File: config.mk
export PLATFORM = sky130hd
export DESIGN_NAME = wb_stage_flat
export DESIGN_NICKNAME = d
export VERILOG_FILES = /design/src/rtl/wb_dmem_if.sv /design/src/rtl/wb_stage.sv /design/src/flat_wrapper.sv
export SDC_FILE = /design/constraint.sdc
export NUM_CORES = 1
export LEC_CHECK = 0
export ABC_AREA = 1
export CAP_MARGIN = 0
export CORE_AREA = 10 10 99 101
export CTS_CLUSTER_DIAMETER = 200
export DETAILED_ROUTE_END_ITERATION = 10
export DIE_AREA = 0 0 109 111
export DONT_BUFFER_PORTS = 1
export GPL_TIMING_DRIVEN = 0
export PLACE_DENSITY = 0.72
export SLEW_MARGIN = 20
export SYNTH_ARGS = -nofsm -noshare
export SYNTH_HDL_FRONTEND = slang
export SYNTH_SLANG_ARGS = --single-unit
File: constraint.sdc
create_clock -name clk -period 5.4 [get_ports clk]
set_input_delay 1.08 -clock clk [delete_from_list [all_inputs] [get_ports clk]]
set_output_delay 1.08 -clock clk [all_outputs]
set_load 0.02 [all_outputs]
File: src/rtl/wb_dmem_if.sv
// Data-memory bus between the writeback stage and data memory.
// Word-wide req/gnt/rvalid handshake; the stage is the master.
interface wb_dmem_if #(
    parameter int DATA_W = 32
);
    logic              DMemReq;
    logic              DMemWe;
    logic [DATA_W-1:0] DMemAddr;
    logic [DATA_W-1:0] DMemWData;
    logic              DMemGnt;
    logic              DMemRValid;
    logic [DATA_W-1:0] DMemRData;

    modport master (
        output DMemReq, DMemWe, DMemAddr, DMemWData,
        input  DMemGnt, DMemRValid, DMemRData
    );

    modport slave (
        input  DMemReq, DMemWe, DMemAddr, DMemWData,
        output DMemGnt, DMemRValid, DMemRData
    );
endinterface

File: src/rtl/wb_stage.sv
// Writeback stage: finishes the popcount tree, runs word loads/stores on the
// data-memory bus, selects the RF writeback value and stalls the pipe while a
// memory access is outstanding.
// Optional macro POPCNT_ACC_EN adds a saturating 16-bit popcount accumulator.
module wb_stage #(
    parameter int DATA_W      = 32,
    parameter int TIMEOUT_CYC = 255
) (
    input  logic              clk,
    input  logic              reset,
    input  logic [4:0]        A3_W,
    input  logic [DATA_W-1:0] RD2_W,
    input  logic [DATA_W-1:0] ALUResultW,
    input  logic [DATA_W-1:0] PCNextW,
    input  logic [2:0]        popcnt_lvl2_W [7:0],
    input  logic              RegWriteW,
    input  logic              MemReadW,
    input  logic              MemWriteW,
    input  logic [1:0]        ResultSrcW,
    wb_dmem_if.master         dmem,
    output logic              WE3,
    output logic [4:0]        A3,
    output logic [DATA_W-1:0] WD3,
    output logic              StallReqW,
    output logic              MisalignW,
    output logic              BusErrW,
    output logic [5:0]        PopcntW
);
    localparam logic [1:0] S_IDLE = 2'd0;
    localparam logic [1:0] S_REQ  = 2'd1;
    localparam logic [1:0] S_RESP = 2'd2;
    localparam logic [1:0] S_DONE = 2'd3;

    // Wide enough to hold TIMEOUT_CYC itself (and at least one bit when it is 0).
    localparam int CNT_W = $clog2(TIMEOUT_CYC + 2);

    logic [1:0]        state_reg, state_next;
    logic [CNT_W-1:0]  cnt_reg;
    logic              errflag_reg;
    logic [DATA_W-1:0] load_data_reg;

    logic              mem_op, misaligned, tmo;
    logic              req, stall, misalign, buserr, we3_raw;
    logic [DATA_W-1:0] pop_wd, result;
    logic [5:0]        psum [8:0];

    // Final popcount level: running sum of the eight partial counts (max 32).
    assign psum[0] = 6'd0;
    generate
        for (genvar gi = 0; gi < 8; gi++) begin : g_pop
            assign psum[gi+1] = psum[gi] + {3'b000, popcnt_lvl2_W[gi]};
        end
    endgenerate
    assign PopcntW = psum[8];

    assign mem_op     = MemReadW | MemWriteW;
    assign misaligned = mem_op & (ALUResultW[1:0] != 2'b00);
    assign tmo        = (TIMEOUT_CYC != 0) && (cnt_reg == CNT_W'(TIMEOUT_CYC));

`ifdef POPCNT_ACC_EN
    logic [15:0] acc_reg, acc_next;
    logic [16:0] acc_sum;
    logic        acc_upd;

    assign acc_sum = {1'b0, acc_reg} + {11'd0, PopcntW};
    assign acc_upd = (state_reg == S_IDLE) && !mem_op && (ResultSrcW == 2'b11);

    // Writing a popcount to x0 is the accumulator clear; otherwise saturating add.
    always_comb begin
        if (RegWriteW && (A3_W == 5'd0))
            acc_next = 16'h0000;
        else if (acc_sum[16])
            acc_next = 16'hFFFF;
        else
            acc_next = acc_sum[15:0];
    end

    // Accumulator advances once per popcount instruction retiring in IDLE.
    always_ff @(posedge clk or posedge reset) begin
        if (reset)
            acc_reg <= 16'h0000;
        else if (acc_upd)
            acc_reg <= acc_next;
    end

    assign pop_wd = {{(DATA_W-16){1'b0}}, acc_next};
`else
    assign pop_wd = {{(DATA_W-6){1'b0}}, PopcntW};
`endif

    // Writeback source select.
    always_comb begin
        case (ResultSrcW)
            2'b00:   result = ALUResultW;
            2'b01:   result = load_data_reg;
            2'b10:   result = PCNextW;
            default: result = pop_wd;
        endcase
    end

    // Next-state and per-state control; timeout wins over gnt/rvalid.
    always_comb begin
        state_next = state_reg;
        req        = 1'b0;
        stall      = 1'b0;
        misalign   = 1'b0;
        buserr     = 1'b0;
        we3_raw    = 1'b0;
        case (state_reg)
            S_IDLE: begin
                if (!mem_op) begin
                    we3_raw = RegWriteW;
                end else if (misaligned) begin
                    misalign = 1'b1;
                end else begin
                    stall      = 1'b1;
                    state_next = S_REQ;
                end
            end
            S_REQ: begin
                stall = 1'b1;
                if (tmo) begin
                    buserr     = 1'b1;
                    state_next = S_DONE;
                end else begin
                    req = 1'b1;
                    if (dmem.DMemGnt)
                        state_next = MemWriteW ? S_DONE : S_RESP;
                end
            end
            S_RESP: begin
                stall = 1'b1;
                if (tmo) begin
                    buserr     = 1'b1;
                    state_next = S_DONE;
                end else if (dmem.DMemRValid) begin
                    state_next = S_DONE;
                end
            end
            default: begin
                we3_raw    = RegWriteW & MemReadW & ~errflag_reg;
                state_next = S_IDLE;
            end
        endcase
    end

    // State, timeout counter, error flag and captured load data.
    always_ff @(posedge clk or posedge reset) begin
        if (reset) begin
            state_reg     <= S_IDLE;
            cnt_reg       <= '0;
            errflag_reg   <= 1'b0;
            load_data_reg <= '0;
        end else begin
            state_reg <= state_next;
            if (state_reg == S_IDLE)
                cnt_reg <= '0;
            else if ((state_reg == S_REQ) || (state_reg == S_RESP))
                cnt_reg <= cnt_reg + CNT_W'(1);
            if (buserr)
                errflag_reg <= 1'b1;
            else if (state_reg == S_DONE)
                errflag_reg <= 1'b0;
            if ((state_reg == S_RESP) && !tmo && dmem.DMemRValid)
                load_data_reg <= dmem.DMemRData;
        end
    end

    // Outputs are forced low while reset is held; x0 is never written.
    assign dmem.DMemReq   = req & ~reset;
    assign dmem.DMemWe    = req & MemWriteW & ~reset;
    assign dmem.DMemAddr  = (req && !reset) ? {ALUResultW[DATA_W-1:2], 2'b00} : '0;
    assign dmem.DMemWData = (req && !reset) ? RD2_W : '0;
    assign WE3       = we3_raw & (A3_W != 5'd0) & ~reset;
    assign A3        = reset ? 5'd0 : A3_W;
    assign WD3       = reset ? '0 : result;
    assign StallReqW = stall & ~reset;
    assign MisalignW = misalign & ~reset;
    assign BusErrW   = buserr & ~reset;
endmodule

File: src/flat_wrapper.sv
// flat-port wrapper written by rule: the top's interface ports become plain ports
module wb_stage_flat 
#(
    parameter int DATA_W      = 32,
    parameter int TIMEOUT_CYC = 255
)
  (clk, reset, A3_W, RD2_W, ALUResultW, PCNextW, popcnt_lvl2_W, RegWriteW, MemReadW, MemWriteW, ResultSrcW, WE3, A3, WD3, StallReqW, MisalignW, BusErrW, PopcntW, dmem_DMemReq, dmem_DMemWe, dmem_DMemAddr, dmem_DMemWData, dmem_DMemGnt, dmem_DMemRValid, dmem_DMemRData);
  wb_dmem_if #(.DATA_W(DATA_W)) dmem_i ();
  input  logic clk;
  input  logic reset;
  input  logic [4:0] A3_W;
  input  logic [DATA_W-1:0] RD2_W;
  input  logic [DATA_W-1:0] ALUResultW;
  input  logic [DATA_W-1:0] PCNextW;
  input  logic [2:0] popcnt_lvl2_W[7:0];
  input  logic RegWriteW;
  input  logic MemReadW;
  input  logic MemWriteW;
  input  logic [1:0] ResultSrcW;
  output logic WE3;
  output logic [4:0] A3;
  output logic [DATA_W-1:0] WD3;
  output logic StallReqW;
  output logic MisalignW;
  output logic BusErrW;
  output logic [5:0] PopcntW;
  output wire logic [$bits(dmem_i.DMemReq)-1:0] dmem_DMemReq;
  output wire logic [$bits(dmem_i.DMemWe)-1:0] dmem_DMemWe;
  output wire logic [$bits(dmem_i.DMemAddr)-1:0] dmem_DMemAddr;
  output wire logic [$bits(dmem_i.DMemWData)-1:0] dmem_DMemWData;
  input wire logic [$bits(dmem_i.DMemGnt)-1:0] dmem_DMemGnt;
  input wire logic [$bits(dmem_i.DMemRValid)-1:0] dmem_DMemRValid;
  input wire logic [$bits(dmem_i.DMemRData)-1:0] dmem_DMemRData;
  assign dmem_DMemReq = dmem_i.DMemReq;
  assign dmem_DMemWe = dmem_i.DMemWe;
  assign dmem_DMemAddr = dmem_i.DMemAddr;
  assign dmem_DMemWData = dmem_i.DMemWData;
  assign dmem_i.DMemGnt = dmem_DMemGnt;
  assign dmem_i.DMemRValid = dmem_DMemRValid;
  assign dmem_i.DMemRData = dmem_DMemRData;
  wb_stage #(.DATA_W(DATA_W), .TIMEOUT_CYC(TIMEOUT_CYC)) u_core (.clk(clk), .reset(reset), .A3_W(A3_W), .RD2_W(RD2_W), .ALUResultW(ALUResultW), .PCNextW(PCNextW), .popcnt_lvl2_W(popcnt_lvl2_W), .RegWriteW(RegWriteW), .MemReadW(MemReadW), .MemWriteW(MemWriteW), .ResultSrcW(ResultSrcW), .dmem(dmem_i), .WE3(WE3), .A3(A3), .WD3(WD3), .StallReqW(StallReqW), .MisalignW(MisalignW), .BusErrW(BusErrW), .PopcntW(PopcntW));
endmodule
Word-level counts from Yosys, hierarchy flattened. Cells that the tools add are included.

Register bits after elaboration: 44. Input bits: 166. Output and inout bits: 113. Word-level logic and storage cells: 79.

Add/subtract/negate cells: 8. Equal/unequal tests: 10. Muxes and demuxes: 29. Bitwise operators: 14. Reduce and logical (&&, ||, !) cells: 14.

Operators by type and width (count): 32-bit two-way mux (3); 32-bit one-hot mux with 3 select lines (1); 6-bit by 3-bit adder with 6-bit output (6); 9-bit two-way mux (2); 1-bit two-way mux (13); 2-bit two-way mux (6); 1-bit bitwise AND (11); 9-bit by 1-bit adder with 9-bit output, second input constant (1); 9-bit by 8-bit equality test with 1-bit output, second input constant (1); 2-bit equality test, second input constant (3); 3-bit by 2-bit != test with 1-bit output, second input constant (2); 2-bit one-hot mux with 3 select lines (1); 2-bit nonzero test (3); 5-bit two-way mux (1); 5-bit nonzero test (1); 3-bit by 3-bit adder with 4-bit output (1); 2-bit by 1-bit equality test with 1-bit output, second input constant (2); 2-bit logical NOT (2); 1-bit one-hot mux with 2 select lines (2); 4-bit AND reduction (1); 1-bit logical AND (3); 1-bit logical NOT (2); 2-bit by 1-bit != test with 1-bit output, second input constant (1); 2-bit != test, second input constant (1); 4 further kinds (5).

Logic depth before layout (Yosys ltp). Gate-level depths: netlist of run 1.

Word-level depth: 9. Depth in mapped cells: 14. Gate-level depth less buffers: 14.

Worst setup path after synthesis of run 1. No wires, ideal clock.

Path type: input port to output port. Start: in popcnt_lvl2_W[8] (netlist name). End: out WD3[3]. Arrival: 4.605 ns. Required time: 4.320 ns. Slack: -0.285 ns. Cell stages on the path: 10. Cells stage by stage: fa_1 > inv_1 > fa_1 > fa_1 > fa_1 > inv_1 > fa_1 > xor2_1 > o21ai_0 > a21oi_1.

Cells in the longest elaborated chain, start to end: 8.

RTL lines: start, declared (line flat_wrapper.sv:15) `input logic [2:0] popcnt_lvl2_W[7:0];`; 6-bit by 3-bit adder with 6-bit output (6 in series) (line wb_stage.sv:51) `assign psum[gi+1] = psum[gi] + {3'b000, popcnt_lvl2_W[gi]};`; net PopcntW[3] (line flat_wrapper.sv:26) `output logic [5:0] PopcntW;`; 32-bit one-hot mux with 3 select lines (line wb_stage.sv:93) `case (ResultSrcW)`; 32-bit two-way mux (line wb_stage.sv:176) `assign WD3 = reset ? '0 : result;`; end, declared (line flat_wrapper.sv:22) `output logic [DATA_W-1:0] WD3;`.

The timed path passes the listed nets, and every way through them passes these cells.

Worst setup path after layout of run 1.
Start: in popcnt_lvl2_W[14] (netlist name). End: out WD3[3].

Cells in the longest elaborated chain, start to end: 6.

RTL lines (line): 6-bit by 3-bit adder with 6-bit output (4 in series) (wb_stage.sv:51); net PopcntW[3] (flat_wrapper.sv:26); 32-bit one-hot mux with 3 select lines (wb_stage.sv:93); 32-bit two-way mux (wb_stage.sv:176).

The timed path passes the listed nets, and every way through them passes these cells.

==> results of run 1 <==
## path summary, 6_finish.rpt
kind / from / to / slack [ps] / cells past startpoint
worst max-delay path: popcnt_lvl2_W[14] / WD3[3] / 50 / 10
worst min-delay path: u_core.load_data_reg[5]$_DFFE_PP0P_ / u_core.load_data_reg[5]$_DFFE_PP0P_ / 500 / 1
worst max register to register: u_core.cnt_reg[1]$_DFFE_PP0N_ / u_core.load_data_reg[22]$_DFFE_PP0P_ / 3300 / 8
worst min register to register: u_core.load_data_reg[5]$_DFFE_PP0P_ / u_core.load_data_reg[5]$_DFFE_PP0P_ / 500 / 1
max in group asynchronous: reset / u_core.load_data_reg[29]$_DFFE_PP0P_ / 3780 / 4
min in group asynchronous: reset / u_core.load_data_reg[10]$_DFFE_PP0P_ / 1090 / 3
## power by group through the flow
| stage | clock [W] | sequential (W) | combinational [W] |
|---|---|---|---|
| 2_1_floorplan | 0 | 0.000538 | 0.000882 |
| 3_3_place_gp | 0 | 0.000553 | 0.00106 |
| 3_5_place_dp | 0 | 0.000561 | 0.00108 |
| 4_1_cts | 0.000278 | 0.000554 | 0.00112 |
| 5_1_grt | 0.000291 | 0.000575 | 0.00127 |
| 6_report | 0.000270 | 0.000554 | 0.00116 |
## routing by layer
layer / part of all wire / wire [µm]
met1: 0.35 / 5080
met2: 0.56 / 8050
met3: 0.076 / 1100
met4: 0.011 / 162
met5: 0.0011 / 16
## logic make-up (layout without fill, tap and decap cells)
logic type	Yosys count	count (layout)	synth area share
AND/OR/NAND/NOR	241	241	0.246
buffers and inverters	163	173	0.172
AO/OA/AOI/OAI	59	59	0.107
flip-flops	44	44	0.263
adder cells (fa/ha/maj)	33	33	0.124
multiplexers	31	31	0.0834
XOR/XNOR	2	2	0.00418
other	1	5	0.000896
## worst max-delay path: cells and delay by family
family                     cells  cell delay, ps
adders and majority gates      5            2480
AOI/OAI and AO/OA              2             330
xor gates and xnor gates       1             280
buffers and inverters          2             100
## per-stage QoR
stage               TNS, ps  hold WS, ps  utilization  worst slack (ps)  total power, W
floorplan                 0          459            -              20.5         0.00142
global placement       -312          471        0.545              -168         0.00161
detailed placement     -341          480        0.547              -178         0.00164
CTS                       0          499        0.567              2.82         0.00195
global route          -25.8          523        0.573             -23.7         0.00213
finish                    0          497        0.574              52.0         0.00198
## synth_stat cells (2+ instances only)
library cell / instances / area [µm²]
inv_2: 3 / 11.3
a21oi_1: 11 / 55.1
o211ai_1: 12 / 90.1
nor3_1: 3 / 15.0
nand3_2: 2 / 20.0
nand2_1: 117 / 439
inv_4: 2 / 12.5
nand2_2: 7 / 43.8
buf_2: 13 / 65.1
dfrtp_1: 44 / 1100
o211ai_2: 14 / 175
fa_1: 14 / 280
nand3b_1: 2 / 15.0
nand4_1: 2 / 12.5
o21ai_0: 14 / 70.1
nand3_1: 19 / 95.1
ha_1: 19 / 238
mux2_1: 6 / 67.6
mux2_2: 25 / 282
buf_4: 3 / 22.5
nor2_1: 84 / 315
nor2_8: 3 / 60.1
inv_1: 132 / 495
buf_6: 6 / 67.6
a31oi_1: 3 / 18.8
## repair_timing
| item | CTS | global route |
|---|---|---|
| pin swaps | 3 | 5 |
| hold endpoints to repair | 0 | 0 |
| setup buffers | 0 | 1 |
| endpoints found under the setup margin | 2 | 3 |
| resized for setup | 6 | 7 |
## area by class of cell
cell class | instances | area (µm²) | area share
Antenna cell | 3 | 7.51 | 0.00164
Buffer | 25 | 194 | 0.0424
Clock buffer | 7 | 96.3 | 0.0211
Clock inverter | 1 | 30.0 | 0.00657
Inverter | 138 | 528 | 0.116
Multi-Input combinational cell | 368 | 2450 | 0.537
Sequential cell | 44 | 1100 | 0.241
Tap cell | 105 | 131 | 0.0287
Timing Repair Buffer | 2 | 27.5 | 0.00602
==> results.yml, run 1 <==
grt:
  grt_pass1_wl_um: 21400
  grt_pass1_vias: 3828
  met1_usage: 0.229
  grt_use_met2: 0.428
  top_usage_layer: "met2"
  grt_max_degree: 36
  grt_usage: 0.225
  gr-total-overflow: 0
  use_met3: 0.0645
  antenna_found_initial: 4
sta:
  final.period_utilization: 0.990
  slew_headroom: 0.382
  slew_viol_final: 0
  rsz0062_at_grt: "true"
  fin_crit_ps: 5350
  skew_ps: 4.35
  finalHoldViolations: 0
  fmax_ghz: 0.187
  finalSetupViolCount: 0
  worstMarginPinSlew_ps: 918
cts:
  root_buffer: "clkbuf_8"
  clock_path_buffers: 2
  htreeDepth: 2
  insertion_delay_ps: 290
  cts_inserted_buffers: 5
  tritoncts: "done"
  postCtsHoldBufs: 0
  clkTransAtPathRegs_ps: 80
  cts.sinks: 44
critical_path:
  crit_chain: "fa_1, inv_2, fa_1, fa_1, fa_1, inv_2, fa_2, xor2_4, o21ai_2, a21oi_4"
  worstPathMaxFanout: 2
  start_kind: "input port"
  max_stage_delay_ps: 570
  criticalPathCategory: "in -> out"
  cpMostUsedCell: "fa_1"
  crit_required_ps: 4320
  endpoint_kind: "output pin"
  critPathSlowestCell: "fa_1"
  critical_path_arrival_ps: 4270
status:
  status: "finished clean"
final_layout:
  nets: 783
  layout_common_cells: "129 x inv_1, 117 x nand2_1, 84 x nor2_1"
  design_area_um2: 4570
  largest_reg_flops: 32
  nFillCells: 743
  area_growth_pct: 9.18
  final_common_cell: "inv_1"
  final_cells: 693
  drive_above_1_share: 0.174
power_and_ir_drop:
  swShare: 0.471
  p_comb_frac: 0.584
  p_int_w: 0.00105
  power.share.clock: 0.136
  leakage_nw: 2.55
  netSwitchingPower_w: 0.000932
  pwr-share-seq: 0.280
  power_density_nw_per_um2: 433
  ir_drop_mv: 0.270
floorplanning:
  dieArea_um2: 12100
  rows: 33
  pin_count: 279
  design.core.area_um2: 7970
  die_height_um: 111
  die_x_um: 109
  initial_utilization: 0.525
detailed_routing:
  dr.pass1.iters: 5
  avgRoutedWirePerCell_um: 20.8
  drt.antenna.violating_nets: 0
  vias_per_cell: 5.35
  remaining_drc_errors: 0
  wl_um: 14400
  via_count: 3706
  drtIter0Drc: 241
yosys:
  synth_edf_count: 0
  synth_area_um2: 4190
  synthArstFlopShare: 1.00
  yosysWarningCount: 0
  avgSynthCellArea_um2: 7.29
  seq_area_frac_synth: 0.263
  syn_inst: 574
  synth_flop_cell: "dfrtp_1"
  ys_ff_latch: 44
  synth_cell_type_count: 39
placement:
  dp.cells: 681
  hpwl_um: 12400
  numPortBuffers: 0
  gp_congestion: 0.966
  placedInstanceArea_um2: 4360
hold_path:
  hp-class: "reg -> reg"
flow_run:
  timing.max_cap.violations: 0
Power figures use the tool's default switching activity.
==> run 2, diff against run 1 <==
--- a/config.mk
+++ b/config.mk
@@ -14,6 +14,7 @@
 export DONT_BUFFER_PORTS = 1
 export GPL_TIMING_DRIVEN = 0
 export PLACE_DENSITY = 0.72
+export REMOVE_ABC_BUFFERS = 1
 export SLEW_MARGIN = 20
 export SYNTH_ARGS = -nofsm -noshare
 export SYNTH_HDL_FRONTEND = slang
==> run 2 against run 1 <==
Critical path depth stayed put. First-iteration DRC count is 16% lower. Clock power is essentially flat. Global-route usage fell by 1.3 points. Largest power group unchanged. Highest routed layer is now met4.
==> results.yml, run 2 (synthesis gave the netlist of run 1 again) <==
status:
  status: "finished clean"
cts:
  htreeDepth: 2
  post-cts-setup-buffers: 0
  clock_path_buffers: 2
  insertion_delay_ps: 290
  clkTransAtPathRegs_ps: 80
  cts.sinks: 44
  root_buffer: "clkbuf_8"
  tritoncts: "done"
  cts_inserted_buffers: 5
detailed_routing:
  dr.pass1.iters: 5
  remaining_drc_errors: 0
  via_count: 3579
  drt.antenna.violating_nets: 0
  avgRoutedWirePerCell_um: 20.6
  wl_um: 13700
  drtIter0Drc: 202
  vias_per_cell: 5.39
sta:
  finalSetupViolCount: 0
  rsz0062_at_grt: "true"
  slew_headroom: 0.382
  worstMarginPinSlew_ps: 919
  final.period_utilization: 0.995
  finalHoldViolations: 0
  slew_viol_final: 0
  fmax_ghz: 0.186
  fin_crit_ps: 5370
  layout_setup_ws_ps: 27.0
  skew_ps: 5.43
final_layout:
  largest_reg_flops: 32
  antenna_cells: 0
  area_growth_pct: 3.77
  design_area_um2: 4340
  final_util: 0.545
  layout_common_cells: "130 x inv_1, 117 x nand2_1, 84 x nor2_1"
  nets: 757
  final_common_cell: "inv_1"
  drive_above_1_share: 0.134
floorplanning:
  pin_count: 279
  initial_utilization: 0.525
  dieArea_um2: 12100
  design.core.area_um2: 7970
  die_height_um: 111
  rows: 33
  die_x_um: 109
grt:
  grt_pass1_wl_um: 20600
  grt_usage: 0.212
  antenna_found_initial: 0
  gr-total-overflow: 0
  grt_pass1_vias: 3777
  grt_max_degree: 65
critical_path:
  crit_required_ps: 4320
  endpoint_kind: "output pin"
  worstPathMaxFanout: 2
  critical_path_arrival_ps: 4290
  start_kind: "input port"
  criticalPathCategory: "in -> out"
placement:
  gp_congestion: 0.998
  dp_slack_ps: -592
  placedInstanceArea_um2: 4160
  numPortBuffers: 0
  hpwl_um: 11600
flow_run:
  timing.max_cap.violations: 0
power_and_ir_drop:
  ir_drop_mv: 0.311
  leakage_nw: 2.43
  power_density_nw_per_um2: 439
hold_path:
  hp-class: "reg -> reg"
-- run 2: cell types whose count changed in the layout (fill, tap and decap cells not counted), sizes merged --
cell | before | now
buf | 27 | 1
clkbuf | 7 | 6
clkinv | 0 | 1
diode | 3 | 0
-- run 2: cell type report --
class	count	area, µm²
timing repair buffer	1	20.0
sequential	44	1100
clock buffer	6	82.6
multi-input combinational	368	2440
inverter	138	531
fill	757	3620
tap	105	131
clock inverter	2	38.8
-- run 2: final timing paths --
path / startpoint / endpoint / slack (ps) / cells past startpoint
min: u_core.load_data_reg[5]$_DFFE_PP0P_ / u_core.load_data_reg[5]$_DFFE_PP0P_ / 500 / 1
max: popcnt_lvl2_W[17] / WD3[3] / 30 / 10
max reg2reg: u_core.cnt_reg[0]$_DFFE_PP0N_ / u_core.load_data_reg[4]$_DFFE_PP0P_ / 2880 / 7
min in group asynchronous: reset / u_core.cnt_reg[4]$_DFFE_PP0N_ / 670 / 1
max in group asynchronous: reset / u_core.load_data_reg[13]$_DFFE_PP0P_ / 4170 / 2
min reg2reg: u_core.load_data_reg[5]$_DFFE_PP0P_ / u_core.load_data_reg[5]$_DFFE_PP0P_ / 500 / 1
-- run 2: critical path, stage by stage --
cell	delay, ps
fa_1	530
inv_2	40
fa_1	550
fa_1	440
fa_1	530
inv_2	50
fa_2	430
xor2_4	280
o21ai_2	120
a21oi_4	220
-- run 2: timing repair --
action,in CTS,in global routing
gates resized for setup,11,4
cloned,0,0
setup endpoints to repair,2,3
pin swaps,4,6
hold buffers,0,0
-- run 2: metal layers --
metal / routed length (µm) / share of wire / global-route usage
met4: 331 / 0.024 / 0.0528
met2: 7380 / 0.54 / 0.398
met1: 4710 / 0.34 / 0.218
met3: 1270 / 0.093 / 0.0640
met5: 0 / 0 / 0
-- run 2: report_power, final --
| part | switching [W] | internal (W) | leakage (nW) |
|---|---|---|---|
| clock network | 0.000117 | 0.000151 | 0.0614 |
| registers | 0.0000818 | 0.000473 | 0.538 |
| logic | 0.000715 | 0.000368 | 1.84 |
-- run 2: per-stage QoR --
step           setup TNS, ps  hold slack (ps)  std cells  power [W]
6_report                   0              502        664    0.00191
5_1_grt                -61.6              523        664    0.00206
4_1_cts                    0              508        664    0.00191
3_5_place_dp            -969              487        656    0.00159
3_3_place_gp           -1270              475        655    0.00154
2_1_floorplan           -475              459        550    0.00137
==> run 3, diff against run 2 <==
--- a/config.mk
+++ b/config.mk
@@ -7,14 +7,15 @@
 export LEC_CHECK = 0
 export ABC_AREA = 1
 export CAP_MARGIN = 0
-export CORE_AREA = 10 10 99 101
+export CORE_MARGIN = 10
+export CORE_UTILIZATION = 45
 export CTS_CLUSTER_DIAMETER = 200
 export DETAILED_ROUTE_END_ITERATION = 10
-export DIE_AREA = 0 0 109 111
 export DONT_BUFFER_PORTS = 1
 export GPL_TIMING_DRIVEN = 0
-export PLACE_DENSITY = 0.72
+export PLACE_DENSITY = 0.63
 export REMOVE_ABC_BUFFERS = 1
+export SKIP_CTS_REPAIR_TIMING = 1
 export SLEW_MARGIN = 20
 export SYNTH_ARGS = -nofsm -noshare
 export SYNTH_HDL_FRONTEND = slang
==> run 3 against run 2 <==
Critical path depth unchanged. Sequential share of layout area about the same. Sequential power about the same. Count of clock-buffer cells in the layout up 1.
==> results.yml, run 3 (synthesis gave the netlist of run 1 again) <==
power_and_ir_drop:
  total_power_w: 0.00186
  power.share.clock: 0.118
  netSwitchingPower_w: 0.000900
  p_int_w: 0.000956
  swShare: 0.485
  p_comb_frac: 0.582
  ir_drop_mv: 0.184
  power_density_nw_per_um2: 427
  leakage_nw: 2.42
  pwr-share-seq: 0.300
critical_path:
  start_kind: "input port"
  max_stage_delay_ps: 550
  criticalPathCategory: "in -> out"
  worstPathMaxFanout: 2
  critical_path_arrival_ps: 4220
  cpMostUsedCell: "fa_1"
  crit_chain: "fa_1, inv_1, fa_1, fa_1, fa_1, inv_1, fa_2, xor2_4, o21ai_2, a21oi_4"
  crit_required_ps: 4320
  endpoint_kind: "output pin"
  critPathSlowestCell: "fa_1"
sta:
  worstMarginPinSlew_ps: 950
  slew_viol_final: 0
  slew_headroom: 0.361
  finalSetupTns_ps: 0
  skew_ps: 4.35
  fin_crit_ps: 5300
  rsz0062_at_grt: "false"
  finalSetupViolCount: 0
  finalHoldViolations: 0
  fmax_ghz: 0.189
  final.period_utilization: 0.981
floorplanning:
  dieArea_um2: 13600
  die_x_um: 116
  die_height_um: 116
  rows: 35
  pin_count: 279
  design.core.area_um2: 9150
  initial_utilization: 0.457
placement:
  hpwl_um: 10600
  gp_congestion: 0.831
  numPortBuffers: 0
grt:
  grt_max_degree: 65
  grt_pass1_vias: 3770
  grt_pass1_wl_um: 19300
  grt_usage: 0.177
  gr-total-overflow: 0
  antenna_found_initial: 0
cts:
  cts.sinks: 44
  root_buffer: "clkbuf_8"
  htreeDepth: 2
  clock_path_buffers: 2
  insertion_delay_ps: 290
  cts_inserted_buffers: 5
  tritoncts: "done"
  clkTransAtPathRegs_ps: 80
detailed_routing:
  drt.antenna.violating_nets: 0
  dr.pass1.iters: 4
  remaining_drc_errors: 0
  wl_um: 12800
  avgRoutedWirePerCell_um: 19.1
  drtIter0Drc: 139
  vias_per_cell: 5.28
  via_count: 3537
final_layout:
  final_common_cell: "inv_1"
  area_growth_pct: 3.83
  antenna_cells: 0
  drive_above_1_share: 0.132
  largest_reg_flops: 32
  nets: 757
  final_util: 0.475
  layout_common_cells: "131 x inv_1, 117 x nand2_1, 84 x nor2_1"
  nFillCells: 911
hold_path:
  hp-class: "reg -> reg"
flow_run:
  timing.max_cap.violations: 0
status:
  status: "finished clean"
-- run 3: power by group through the flow --
stage               combinational, W  clock (W)  sequential [W]
floorplan                   0.000833          0        0.000538
global placement            0.000987          0        0.000555
detailed placement           0.00101          0        0.000563
CTS                          0.00102   0.000231        0.000557
global route                 0.00120   0.000245        0.000579
finish                       0.00108   0.000219        0.000556
-- run 3: final cells by class --
class	instances	area (µm²)	area share
inverters	138	531	0.122
repair buffers	1	27.5	0.00633
flip-flops and latches	44	1100	0.253
multi-input cells	368	2450	0.565
clock buffers	7	86.3	0.0199
well taps	111	139	0.0320
clock inverters	1	7.51	0.00173
-- run 3: routing by layer --
metal	track usage	wire length [µm]	vias up
li1	-	-	1709
met1	0.179	4520	1666
met2	0.337	6890	147
met3	0.0534	1150	15
met4	0.0542	204	0
met5	0	0	-
-- run 3: path summary, 6_finish.rpt --
check / startpoint / endpoint / slack (ps) / cells after the start
max in group asynchronous: reset / u_core.load_data_reg[7]$_DFFE_PP0P_ / 4260 / 2
setup reg to reg: u_core.cnt_reg[0]$_DFFE_PP0N_ / u_core.load_data_reg[6]$_DFFE_PP0P_ / 2900 / 7
setup / recovery: popcnt_lvl2_W[17] / WD3[3] / 100 / 10
min in group asynchronous: reset / u_core.errflag_reg$_DFFE_PP0P_ / 580 / 1
hold reg to reg: u_core.load_data_reg[5]$_DFFE_PP0P_ / u_core.load_data_reg[5]$_DFFE_PP0P_ / 490 / 1
hold / removal: u_core.load_data_reg[5]$_DFFE_PP0P_ / u_core.load_data_reg[5]$_DFFE_PP0P_ / 490 / 1
-- run 3: stage by stage --
step | hold WS, ps | instance area [µm²] | cells | worst slack (ps)
final | 491 | 4350 | 670 | 101
after global placement | 471 | 4140 | 661 | -650
after CTS | 495 | 4270 | 670 | -620
after global routing | 510 | 4350 | 670 | 12.2
after floorplan | 459 | 4000 | 550 | -324
after detailed placement | 476 | 4170 | 662 | -619
-- run 3: worst max-delay path: cells and delay by family --
family | cells | cell delay (ps)
adder cells (fa/ha/maj) | 5 | 2420
AO/OA/AOI/OAI | 2 | 320
XOR/XNOR | 1 | 280
buffers and inverters | 2 | 110
